<file path="src/rtl/pong_pixel_compositor_if.sv">
// Pixel-stream, game-state and video-output bundle for the Pong compositor.
// master drives pixel position and object state; slave returns RGB and collision flags.
interface pong_pixel_compositor_if #(
  parameter int NUM_PADDLES = 2,
  parameter int COLOR_W     = 10
);
  logic [9:0]               x;
  logic [9:0]               y;
  logic                     blank;
  logic                     frame_start;
  logic [9:0]               ball_x;
  logic [9:0]               ball_y;
  logic [10*NUM_PADDLES-1:0] paddle_x;
  logic [10*NUM_PADDLES-1:0] paddle_y;
  logic                     point_pulse;
  logic [COLOR_W-1:0]       vga_r;
  logic [COLOR_W-1:0]       vga_g;
  logic [COLOR_W-1:0]       vga_b;
  logic                     vga_blank_n;
  logic [NUM_PADDLES-1:0]   collision;
  logic                     collision_valid;

  modport master (
    output x, y, blank, frame_start, ball_x, ball_y, paddle_x, paddle_y, point_pulse,
    input  vga_r, vga_g, vga_b, vga_blank_n, collision, collision_valid
  );

  modport slave (
    input  x, y, blank, frame_start, ball_x, ball_y, paddle_x, paddle_y, point_pulse,
    output vga_r, vga_g, vga_b, vga_blank_n, collision, collision_valid
  );
endinterface

</file>
<file path="src/rtl/pong_pixel_compositor.sv">
// Renders ball, paddles and flashing midline from per-frame shadow registers.
// Fixed 2-cycle pixel latency, one pixel per clock, never stalls.
module pong_pixel_compositor #(
  parameter int NUM_PADDLES  = 2,
  parameter int PADDLE_W     = 10,
  parameter int PADDLE_H     = 100,
  parameter int BALL_SIZE    = 5,
  parameter int MID_LINE_X   = 325,
  parameter int MID_Y_LO     = 5,
  parameter int MID_Y_HI     = 470,
  parameter int MID_DASH     = 8,
  parameter int DISP_SHIFT   = 50,
  parameter int FLASH_FRAMES = 60,
  parameter int COLOR_W      = 10
) (
  input logic                    clk25,
  input logic                    reset_n,
  pong_pixel_compositor_if.slave vid
);

  localparam int DASH_DIV = (MID_DASH == 0) ? 1 : MID_DASH;
  localparam int FLASH_W  = (FLASH_FRAMES < 1) ? 1 : $clog2(FLASH_FRAMES + 1);

  // 12-bit signed leaves headroom so neither negative screen y nor ox+W past 1023 wraps
  typedef logic signed [11:0] coord_t;

  function automatic logic in_span(input coord_t p, input coord_t lo, input int len);
    return (p >= lo) && (p < lo + coord_t'(len));
  endfunction

  logic [9:0]                sh_ball_x, sh_ball_y;
  logic [10*NUM_PADDLES-1:0] sh_pad_x, sh_pad_y;
  logic                      shadow_valid;

  logic [FLASH_W-1:0]        flash_cnt;
  logic [3:0]                frame_ctr;

  logic                      hit_ball, hit_mid, dash_row;
  logic [NUM_PADDLES-1:0]    hit_pad;
  logic                      hit_ball_s1, hit_mid_s1, blank_s1;
  logic [NUM_PADDLES-1:0]    hit_pad_s1;
  logic [NUM_PADDLES-1:0]    sticky;

  logic                      mid_red;
  logic [COLOR_W-1:0]        r_nx, g_nx, b_nx;

  coord_t pix_x, pix_y;
  assign pix_x = coord_t'({2'b00, vid.x});
  assign pix_y = coord_t'({2'b00, vid.y});

  always_ff @(posedge clk25 or negedge reset_n) begin
    if (!reset_n) begin
      sh_ball_x    <= '0;
      sh_ball_y    <= '0;
      sh_pad_x     <= '0;
      sh_pad_y     <= '0;
      shadow_valid <= 1'b0;
    end else if (vid.frame_start) begin
      sh_ball_x    <= vid.ball_x;
      sh_ball_y    <= vid.ball_y;
      sh_pad_x     <= vid.paddle_x;
      sh_pad_y     <= vid.paddle_y;
      shadow_valid <= 1'b1;
    end
  end

  always_comb begin
    hit_ball = shadow_valid
            && in_span(pix_x, coord_t'({2'b00, sh_ball_x}), BALL_SIZE)
            && in_span(pix_y, coord_t'({2'b00, sh_ball_y}) - coord_t'(DISP_SHIFT), BALL_SIZE);
    hit_pad = '0;
    for (int i = 0; i < NUM_PADDLES; i++) begin
      hit_pad[i] = shadow_valid
                && in_span(pix_x, coord_t'({2'b00, sh_pad_x[10*i +: 10]}), PADDLE_W)
                && in_span(pix_y, coord_t'({2'b00, sh_pad_y[10*i +: 10]}) - coord_t'(DISP_SHIFT),
                           PADDLE_H);
    end
    dash_row = (MID_DASH == 0) || (((int'(vid.y) / DASH_DIV) % 2) == 0);
    hit_mid  = (int'(vid.x) == MID_LINE_X) && (int'(vid.y) >= MID_Y_LO)
            && (int'(vid.y) < MID_Y_HI) && dash_row;
  end

  always_ff @(posedge clk25 or negedge reset_n) begin
    if (!reset_n) begin
      hit_ball_s1 <= 1'b0;
      hit_pad_s1  <= '0;
      hit_mid_s1  <= 1'b0;
      blank_s1    <= 1'b1;
    end else begin
      hit_ball_s1 <= hit_ball;
      hit_pad_s1  <= hit_pad;
      hit_mid_s1  <= hit_mid;
      blank_s1    <= vid.blank;
    end
  end

  assign mid_red = (flash_cnt != '0) && frame_ctr[3];

  always_comb begin
    r_nx = '0;
    g_nx = '0;
    b_nx = '0;
    if (!blank_s1) begin
      if (hit_ball_s1 || (|hit_pad_s1)) begin
        r_nx = '1;
        g_nx = '1;
        b_nx = '1;
      end else if (hit_mid_s1) begin
        r_nx = '1;
        if (!mid_red) begin
          g_nx = '1;
          b_nx = '1;
        end
      end
    end
  end

  always_ff @(posedge clk25 or negedge reset_n) begin
    if (!reset_n) begin
      vid.vga_r       <= '0;
      vid.vga_g       <= '0;
      vid.vga_b       <= '0;
      vid.vga_blank_n <= 1'b0;
    end else begin
      vid.vga_r       <= r_nx;
      vid.vga_g       <= g_nx;
      vid.vga_b       <= b_nx;
      vid.vga_blank_n <= ~blank_s1;
    end
  end

  // Overlap is accumulated from stage-1 hits and published at the frame boundary
  always_ff @(posedge clk25 or negedge reset_n) begin
    if (!reset_n) begin
      sticky              <= '0;
      vid.collision       <= '0;
      vid.collision_valid <= 1'b0;
    end else begin
      vid.collision_valid <= vid.frame_start;
      if (vid.frame_start) begin
        vid.collision <= sticky;
        sticky        <= '0;
      end else if (hit_ball_s1 && !blank_s1) begin
        sticky <= sticky | hit_pad_s1;
      end
    end
  end

  always_ff @(posedge clk25 or negedge reset_n) begin
    if (!reset_n) begin
      flash_cnt <= '0;
      frame_ctr <= '0;
    end else begin
      if (vid.frame_start) frame_ctr <= frame_ctr + 4'd1;
      if (vid.point_pulse) begin
        flash_cnt <= FLASH_W'(FLASH_FRAMES);
      end else if (vid.frame_start && (flash_cnt != '0)) begin
        flash_cnt <= flash_cnt - 1'b1;
      end
    end
  end

endmodule

</file>
<file path="src/flat_wrapper.sv">
// flat-port wrapper written by rule: the top's interface ports become plain ports
module pong_pixel_compositor_flat 
#(
  parameter int NUM_PADDLES  = 2,
  parameter int PADDLE_W     = 10,
  parameter int PADDLE_H     = 100,
  parameter int BALL_SIZE    = 5,
  parameter int MID_LINE_X   = 325,
  parameter int MID_Y_LO     = 5,
  parameter int MID_Y_HI     = 470,
  parameter int MID_DASH     = 8,
  parameter int DISP_SHIFT   = 50,
  parameter int FLASH_FRAMES = 60,
  parameter int COLOR_W      = 10
)
  (clk25, reset_n, vid_x, vid_y, vid_blank, vid_frame_start, vid_ball_x, vid_ball_y, vid_paddle_x, vid_paddle_y, vid_point_pulse, vid_vga_r, vid_vga_g, vid_vga_b, vid_vga_blank_n, vid_collision, vid_collision_valid);
  pong_pixel_compositor_if #(.NUM_PADDLES(NUM_PADDLES), .COLOR_W(COLOR_W)) vid_i ();
  input logic clk25;
  input logic reset_n;
  input wire logic [$bits(vid_i.x)-1:0] vid_x;
  input wire logic [$bits(vid_i.y)-1:0] vid_y;
  input wire logic [$bits(vid_i.blank)-1:0] vid_blank;
  input wire logic [$bits(vid_i.frame_start)-1:0] vid_frame_start;
  input wire logic [$bits(vid_i.ball_x)-1:0] vid_ball_x;
  input wire logic [$bits(vid_i.ball_y)-1:0] vid_ball_y;
  input wire logic [$bits(vid_i.paddle_x)-1:0] vid_paddle_x;
  input wire logic [$bits(vid_i.paddle_y)-1:0] vid_paddle_y;
  input wire logic [$bits(vid_i.point_pulse)-1:0] vid_point_pulse;
  output wire logic [$bits(vid_i.vga_r)-1:0] vid_vga_r;
  output wire logic [$bits(vid_i.vga_g)-1:0] vid_vga_g;
  output wire logic [$bits(vid_i.vga_b)-1:0] vid_vga_b;
  output wire logic [$bits(vid_i.vga_blank_n)-1:0] vid_vga_blank_n;
  output wire logic [$bits(vid_i.collision)-1:0] vid_collision;
  output wire logic [$bits(vid_i.collision_valid)-1:0] vid_collision_valid;
  assign vid_i.x = vid_x;
  assign vid_i.y = vid_y;
  assign vid_i.blank = vid_blank;
  assign vid_i.frame_start = vid_frame_start;
  assign vid_i.ball_x = vid_ball_x;
  assign vid_i.ball_y = vid_ball_y;
  assign vid_i.paddle_x = vid_paddle_x;
  assign vid_i.paddle_y = vid_paddle_y;
  assign vid_i.point_pulse = vid_point_pulse;
  assign vid_vga_r = vid_i.vga_r;
  assign vid_vga_g = vid_i.vga_g;
  assign vid_vga_b = vid_i.vga_b;
  assign vid_vga_blank_n = vid_i.vga_blank_n;
  assign vid_collision = vid_i.collision;
  assign vid_collision_valid = vid_i.collision_valid;
  pong_pixel_compositor #(.NUM_PADDLES(NUM_PADDLES), .PADDLE_W(PADDLE_W), .PADDLE_H(PADDLE_H), .BALL_SIZE(BALL_SIZE), .MID_LINE_X(MID_LINE_X), .MID_Y_LO(MID_Y_LO), .MID_Y_HI(MID_Y_HI), .MID_DASH(MID_DASH), .DISP_SHIFT(DISP_SHIFT), .FLASH_FRAMES(FLASH_FRAMES), .COLOR_W(COLOR_W)) u_core (.clk25(clk25), .reset_n(reset_n), .vid(vid_i));
endmodule
</file>
<file path="config.mk">
export PLATFORM = sky130hd
export DESIGN_NAME = pong_pixel_compositor_flat
export DESIGN_NICKNAME = d
export VERILOG_FILES = /design/src/rtl/pong_pixel_compositor_if.sv /design/src/rtl/pong_pixel_compositor.sv /design/src/flat_wrapper.sv
export SDC_FILE = /design/constraint.sdc
export NUM_CORES = 1
export LEC_CHECK = 0
export BUFFER_PORTS_ARGS = -buffer_cell sky130_fd_sc_hd__clkbuf_2
export CAP_MARGIN = 30
export CORE_AREA = 5 5 168 138
export DETAILED_ROUTE_END_ITERATION = 6
export DIE_AREA = 0 0 173 143
export SLEW_MARGIN = 15
export SYNTH_ARGS = -nofsm -noshare
export SYNTH_HDL_FRONTEND = slang
export SYNTH_SLANG_ARGS = --single-unit
</file>
<file path="constraint.sdc">
create_clock -name clk25 -period 3.7 [get_ports clk25]
set_input_delay 0.555 -clock clk25 [delete_from_list [all_inputs] [get_ports clk25]]
set_output_delay 0.555 -clock clk25 [all_outputs]
set_load 0.01 [all_outputs]
</file>
==> summary.txt, run 1 <==
Outcome
  • Status: complete, no violations

Placement
  • Post-detail-place hpwl: 14400 um
  • GPL Wtd Cong: 0.839
  • Port Buf Inserts: 118
  • Placement Setup Slack: 0.293 ns
  • Placed cell areas: 8010 um2

Clocking
  • CTS tree: built
  • TritonCTS buffer count: 9
  • Worst skew pair latency: 0.35 ns
  • Total clock sinks: 84
  • Clock-pin slew on the worst setup and hold paths: 0.07 ns
  • CTS root buf: clkbuf_16
  • Hold-fix buffers, CTS: 0
  • Clock Tree Buf Depth: 2
  • H-tree Lvls: 3

Timing
  • Final setup violation count: 0
  • Max-slew violation count: 0
  • Slew @ Worst Pin: 0.800 ns
  • RSZ-0062 raised after global routing: false
  • Fin crit period: 3.36 ns
  • Final hold viol count: 0
  • Clk_skew: 0.00927 ns
  • Final worst slack: 0.344 ns
  • Crit share post-route: 90.7%
  • Max-slew headroom: 46.7%
  • TNS Setup: 0 ns
  • Fmax: 0.298 GHz

Logic synthesis
  • Post-synth EDFFs: 0
  • Synth warn: 0
  • Cell area after synthesis: 7320 um2
  • Sequential area share after synthesis: 28.7%
  • Top cells by area, synth: dfrtp_1 28%, ha_1 22%, xnor2_1 6.0%
  • Post-Synthesis Net Count: 999
  • Top FF cell, synth: dfrtp_1
  • #FFs+latches synth: 84
  • Share of the synthesized area in the top cell type: 28.4%
  • Synth cell types: 67
  • Cell taking the most area after synthesis: dfrtp_1
  • Avg Inst Size Synth: 9.31 um2
  • Cell count after synthesis: 787
  • Async SR Flop Fraction: 100%

GRT
  • Vias in the first global route: 5753
  • Pin count of the biggest net entering global routing: 87
  • GRT overflow: 0
  • Total track usage: 15.0%
  • Initial antenna violation count: 0
  • First-pass GRT wire length: 30400 um

Floorplan
  • Core box area: 21300 um2
  • Die height: 143 um
  • Die X: 173 um
  • Initial Utilization: 34.4%
  • I/O Pins: 119
  • DIE AREA: 24700 um2
  • Num rows: 48

Setup path
  • Internal reg-to-reg setup slack: 0.34 ns
  • FF-to-FF path depth: 13
  • Startpoint types: register
  • Critical path capture point type: register
  • WP data required: 3.97 ns
  • RR Startpoint: u_core.sh_pad_y[2]
  • Crit path max fanout: 4
  • Worst R2R End: u_core.hit_pad_s1[0]
  • Worst Setup Path Type: register to register
  • WP data arrival: 3.63 ns

Pwr
  • Leakage power: 3.94 nW
  • Power Dens Cells: 407 nW/um2
  • VDD IR max: 0.240 mV
  • Total Power Consumption: 3.39 mW

Layout
  • Nets: 1087
  • Fraction of layout cells with a size suffix above 1: 21.0%
  • Most frequent cells in the layout: 127 x ha_1, 116 x clkbuf_2, 82 x dfrtp_1, 66 x inv_1, 64 x o21ai_0
  • Commonest non-fill, non-tap cell in the layout: ha_1
  • Fillers: 2176
  • Synthesis-to-finish area growth: 13.6%
  • Ant diodes: 0
  • Final Cell Area: 8320 um2

Min path
  • Hold crit path type: input pin to asynchronous set/reset pin

Routing
  • DRC viols: 0
  • 1st-iter DRT viols: 242
  • Post-Route WL: 18000 um
  • Router iterations before antenna repair: 4
  • Routed Antenna Nets: 0
  • Vias: 5724
  • Vias per cell: 4.96
  • Routed length per placed instance: 15.6 um

Run
  • # Max-Cap Violations: 0
area by class of cell:
cell class	count	area [um2]	area share, %
clock buffers	9	225	2.71
clock inverters	7	80.1	0.962
inverters	67	251	3.02
multi-input cells	592	4700	56.5
flip-flops and latches	84	2100	25.3
well taps	275	344	4.13
repair buffers	121	618	7.43
metrics by stage:
stage | std cells | utilization (%) | hold slack (ns)
2_1_floorplan | 787 | - | 0.259
3_3_place_gp | 1139 | 37.7 | 0.443
3_5_place_dp | 1139 | 37.7 | 0.451
4_1_cts | 1155 | 39.1 | 0.215
5_1_grt | 1155 | 39.1 | 0.244
6_report | 1155 | 39.1 | 0.199
worst max-delay path: stages (launching register included):
cell and delay [ns]:
dfrtp_1 0.44, inv_1 0.08, ha_1 0.23, nor2b_2 0.19, nor3_1 0.32, or2_1 0.22
nor3_1 0.08, xnor2_1 0.14, ha_1 0.32, a2111oi_0 0.42, o21ai_0 0.20, o22a_1 0.23
a211o_1 0.28, a21oi_1 0.14
worst max-delay path by stage:
stage | start | end | cells after the start
floorplan | u_core.sh_pad_y[1] | u_core.hit_pad_s1[0] | 13
global placement | u_core.sh_pad_y[1] | u_core.hit_pad_s1[0] | 13
detailed placement | u_core.sh_pad_y[1] | u_core.hit_pad_s1[0] | 13
CTS | u_core.sh_pad_y[1] | u_core.hit_pad_s1[0] | 13
global route | u_core.sh_pad_y[1] | u_core.hit_pad_s1[0] | 13
finish | u_core.sh_pad_y[2] | u_core.hit_pad_s1[0] | 13
power by group:
group / internal (mW) / total, mW / leakage (nW) / switching, mW
clock network: 0.532 / 0.950 / 0.143 / 0.418
logic: 0.590 / 1.30 / 2.79 / 0.708
registers: 1.02 / 1.14 / 1.01 / 0.120
sequential cells by signal, indices dropped and copies added (netlist names):
| register | cells |
|---|---|
| u_core.vid.vga_blank_n | 1 |
| u_core.blank_s1 | 1 |
| u_core.vid.collision | 2 |
| u_core.vid.collision_valid | 1 |
| u_core.shadow_valid | 1 |
| u_core.sh_pad_x | 20 |
| u_core.sh_pad_y | 20 |
| u_core.vid.vga_r | 1 |
| u_core.frame_ctr | 4 |
| u_core.sh_ball_y | 10 |
| u_core.hit_pad_s1 | 2 |
| u_core.hit_mid_s1 | 1 |
| u_core.vid.vga_g | 1 |
| u_core.sticky | 2 |
| u_core.sh_ball_x | 10 |
| u_core.flash_cnt | 6 |
| u_core.hit_ball_s1 | 1 |
cells by family (layout without fill, tap and decap cells):
| kind of cell | Yosys count | after routing | share of synthesized area, % |
|---|---|---|---|
| AO/OA/AOI/OAI | 181 | 181 | 16.6 |
| adder cells (fa/ha/maj) | 127 | 127 | 21.7 |
| flip-flops | 84 | 84 | 28.7 |
| multiplexers | 26 | 26 | 4.00 |
| AND/OR/NAND/NOR | 186 | 186 | 13.0 |
| XOR/XNOR | 72 | 72 | 8.82 |
| buffers and inverters | 111 | 204 | 7.16 |
routing by layer:
layer  GRT usage [%]  wire length, um
met1            22.4             9740
met2            22.4             7320
met3            3.23              772
met4            2.90              129
met5               0                0
synth_stat cells (all sizes together) (6+ instances only):
cell type	n
a21oi	28
xor2	21
clkbuf	14
mux2	26
a21boi	7
nor4	10
dfrtp	83
xnor2	51
ha	127
nand4	10
a211oi	7
nand2b	13
nor2	29
nor2b	9
o21ai	65
buf	30
a2111oi	6
a31oi	10
inv	67
nor3	27
nand2	62
o211ai	11
a21o	11
o21a	7
repair_timing:
item                       4_1_cts  5_1_grt
setup endpoints to repair        0        1
gates resized for setup          0        2
buffers inserted                 0        0
No activity file was read; power rests on OpenSTA's default activity.
==> run 2: changes to the inputs <==
--- a/config.mk
+++ b/config.mk
@@ -10,4 +10,6 @@
 export CORE_AREA = 5 5 168 138
+export CTS_CLUSTER_DIAMETER = 50
 export DETAILED_ROUTE_END_ITERATION = 6
 export DIE_AREA = 0 0 173 143
+export GPL_TIMING_DRIVEN = 0
 export SLEW_MARGIN = 15
==> constraint.sdc (replaced) <==
create_clock -name clk25 -period 3.7 [get_ports clk25]
set_input_delay 0.74 -clock clk25 [delete_from_list [all_inputs] [get_ports clk25]]
set_output_delay 0.74 -clock clk25 [all_outputs]
set_load 0.01 [all_outputs]
==> summary.txt, run 2 (synthesized netlist as in run 1, its figures left out) <==
Timing
  • Final worst slack: 0.344 ns (+0.000447 ns)
  • TNS Setup: 0 ns (unchanged)
  • Crit share post-route: 90.7% (about the same)
  • Max-slew headroom: 50.2% (+3.5 points)
  • Final setup violation count: 0 (unchanged)
  • Clk_skew: 0.0102 ns (+0.000937 ns)
  • Final hold viol count: 0 (unchanged)
  • Slew @ Worst Pin: 0.747 ns (-0.0530 ns)
  • RSZ-0062 raised after global routing: false
  • Fmax: 0.298 GHz (about the same)
  • Max-slew violation count: 0 (unchanged)
  • Fin crit period: 3.36 ns (-0.000447 ns)
  • Min Hold Slack: 0.438 ns (+0.239 ns)

Routing
  • Vias per cell: 4.96 (about the same)
  • Routed length per placed instance: 15.8 um (+1.6%)
  • Post-Route WL: 18900 um (+5.2%)
  • 1st-iter DRT viols: 272 (+12%)
  • Router iterations before antenna repair: 5 (+1)
  • Routed Antenna Nets: 0 (unchanged)
  • DRC viols: 0 (unchanged)
  • Vias: 5932 (+3.6%)

Clocking
  • H-tree Lvls: 3 (unchanged)
  • Clock Tree Buf Depth: 2 (unchanged)
  • TritonCTS buffer count: 9 (unchanged)
  • Cts repair resizes: 0 (unchanged)
  • Hold-fix buffers, CTS: 0 (unchanged)
  • Setup Buffers After CTS: 0 (unchanged)
  • CTS tree: built
  • Total clock sinks: 84 (unchanged)
  • Clock-pin slew on the worst setup and hold paths: 0.07 ns (about the same)
  • CTS root buf: clkbuf_16
  • Worst skew pair latency: 0.35 ns (about the same)

Floorplan
  • I/O Pins: 119 (unchanged)
  • Die X: 173 um (unchanged)
  • Num rows: 48 (unchanged)
  • Die height: 143 um (unchanged)
  • DIE AREA: 24700 um2 (unchanged)
  • Initial Utilization: 34.4% (unchanged)
  • Core box area: 21300 um2 (unchanged)

Setup path
  • Max stage delay on crit path: 0.46 ns (+0.02 ns)
  • Critical Path Most Common Cell: ha_1
  • Crit path max fanout: 4 (unchanged)
  • Worst-path cell chain: inv_1 > ha_1 > xor2_1 > ha_1 > a2111oi_4 > nor2_1 > xor2_1 > ha_1 > a2111oi_1 > o21ai_0 > o22a_1 > a211o_1 > a21oi_1
  • Startpoint types: register
  • Internal reg-to-reg setup slack: 0.34 ns (about the same)
  • Critical path's top delay family: compound AO/OA/AOI/OAI gates
  • WP data arrival: 3.63 ns (about the same)
  • CP Buf/Inv Count: 1 (unchanged)
  • CP max stage cell: dfrtp_1
  • Critical path capture point type: register
  • WP data required: 3.98 ns (about the same)
  • Worst Setup Path Type: register to register

GRT
  • Initial antenna violation count: 0 (unchanged)
  • Vias in the first global route: 5839 (+1.5%)
  • GRT overflow: 0 (unchanged)
  • Pin count of the biggest net entering global routing: 85 (-2.3%)
  • Total track usage: 15.7% (+0.65 points)
  • First-pass GRT wire length: 31000 um (+2.3%)

Layout
  • Final Cell Area: 8580 um2 (+3.1%)
  • Most frequent cells in the layout: 127 x ha_1, 117 x clkbuf_2, 82 x dfrtp_1, 66 x inv_1, 64 x o21ai_0
  • Fraction of layout cells with a size suffix above 1: 23.1% (+2.1 points)
  • Post-Layout Cell Count: 1196 (+3.5%)
  • Ant diodes: 0 (unchanged)
  • Final core occ: 40.4% (+1.2 points)
  • Commonest non-fill, non-tap cell in the layout: ha_1
  • Nets: 1128 (+3.8%)
  • Top flop regs: u_core.sh_pad_x: 20 flops, u_core.sh_pad_y: 20 flops
  • Synthesis-to-finish area growth: 17.2%

Outcome
  • Status: complete, no violations

Run
  • # Max-Cap Violations: 0 (unchanged)

Placement
  • Cells after DPL: 1180 (+3.6%)
  • Placed cell areas: 8270 um2 (+3.2%)
  • GPL Wtd Cong: 0.864 (+2.9%)
  • Post-detail-place hpwl: 15200 um (+5.6%)
  • Placement Setup Slack: 0.288 ns (-0.00489 ns)
  • Port Buf Inserts: 118 (unchanged)

Pwr
  • Power Dens Cells: 405 nW/um2 (-0.50%)
  • Leakage power: 4.11 nW (+4.3%)
  • Total Power Consumption: 3.48 mW (+2.6%)
  • VDD IR max: 0.162 mV (-33%)

Min path
  • Hold crit path type: input pin to asynchronous set/reset pin
[run 2: worst paths after layout]
| path | startpoint | to | cells past startpoint |
|---|---|---|---|
| worst min-delay path | reset_n | u_core.sh_pad_x[3] | 1 |
| worst min register to register | u_core.blank_s1 | u_core.vid.vga_blank_n | 1 |
| max in group asynchronous | reset_n | u_core.sh_pad_y[1] | 1 |
| worst max-delay path | u_core.sh_pad_y[2] | u_core.hit_pad_s1[0] | 13 |
| min in group clk25 | u_core.blank_s1 | u_core.vid.vga_blank_n | 1 |
| worst max register to register | u_core.sh_pad_y[2] | u_core.hit_pad_s1[0] | 13 |
[run 2: area by class of cell]
cell class	count	area, um2
plain buffers	44	273
clock buffers	9	225
clock inverters	7	80.1
fillers	2187	12700
inverters	67	251
multi-input cells	592	4700
flip-flops and latches	84	2100
well taps	275	344
repair buffers	118	599
[run 2: power by group]
part           internal, mW  switching [mW]
logic                 0.661           0.743
registers              1.02           0.110
clock network         0.533           0.410
total                  2.21            1.26
[run 2: worst reg2reg max path: stages (launching register included)]
cell	delay (ns)
dfrtp_1	0.46
inv_1	0.08
ha_1	0.23
xor2_1	0.19
ha_1	0.32
a2111oi_4	0.34
nor2_1	0.09
xor2_1	0.15
ha_1	0.22
a2111oi_1	0.33
o21ai_0	0.19
o22a_1	0.23
a211o_1	0.30
a21oi_1	0.14
[run 2: layer usage]
layer  vias to the layer above  track usage [%]  share of wire (%)
li1                       3051                -                  -
met1                      2721             23.5                 54
met2                       145             22.9                 40
met3                        15             3.55                4.6
met4                         0             3.61                1.0
met5                         -                0                  0
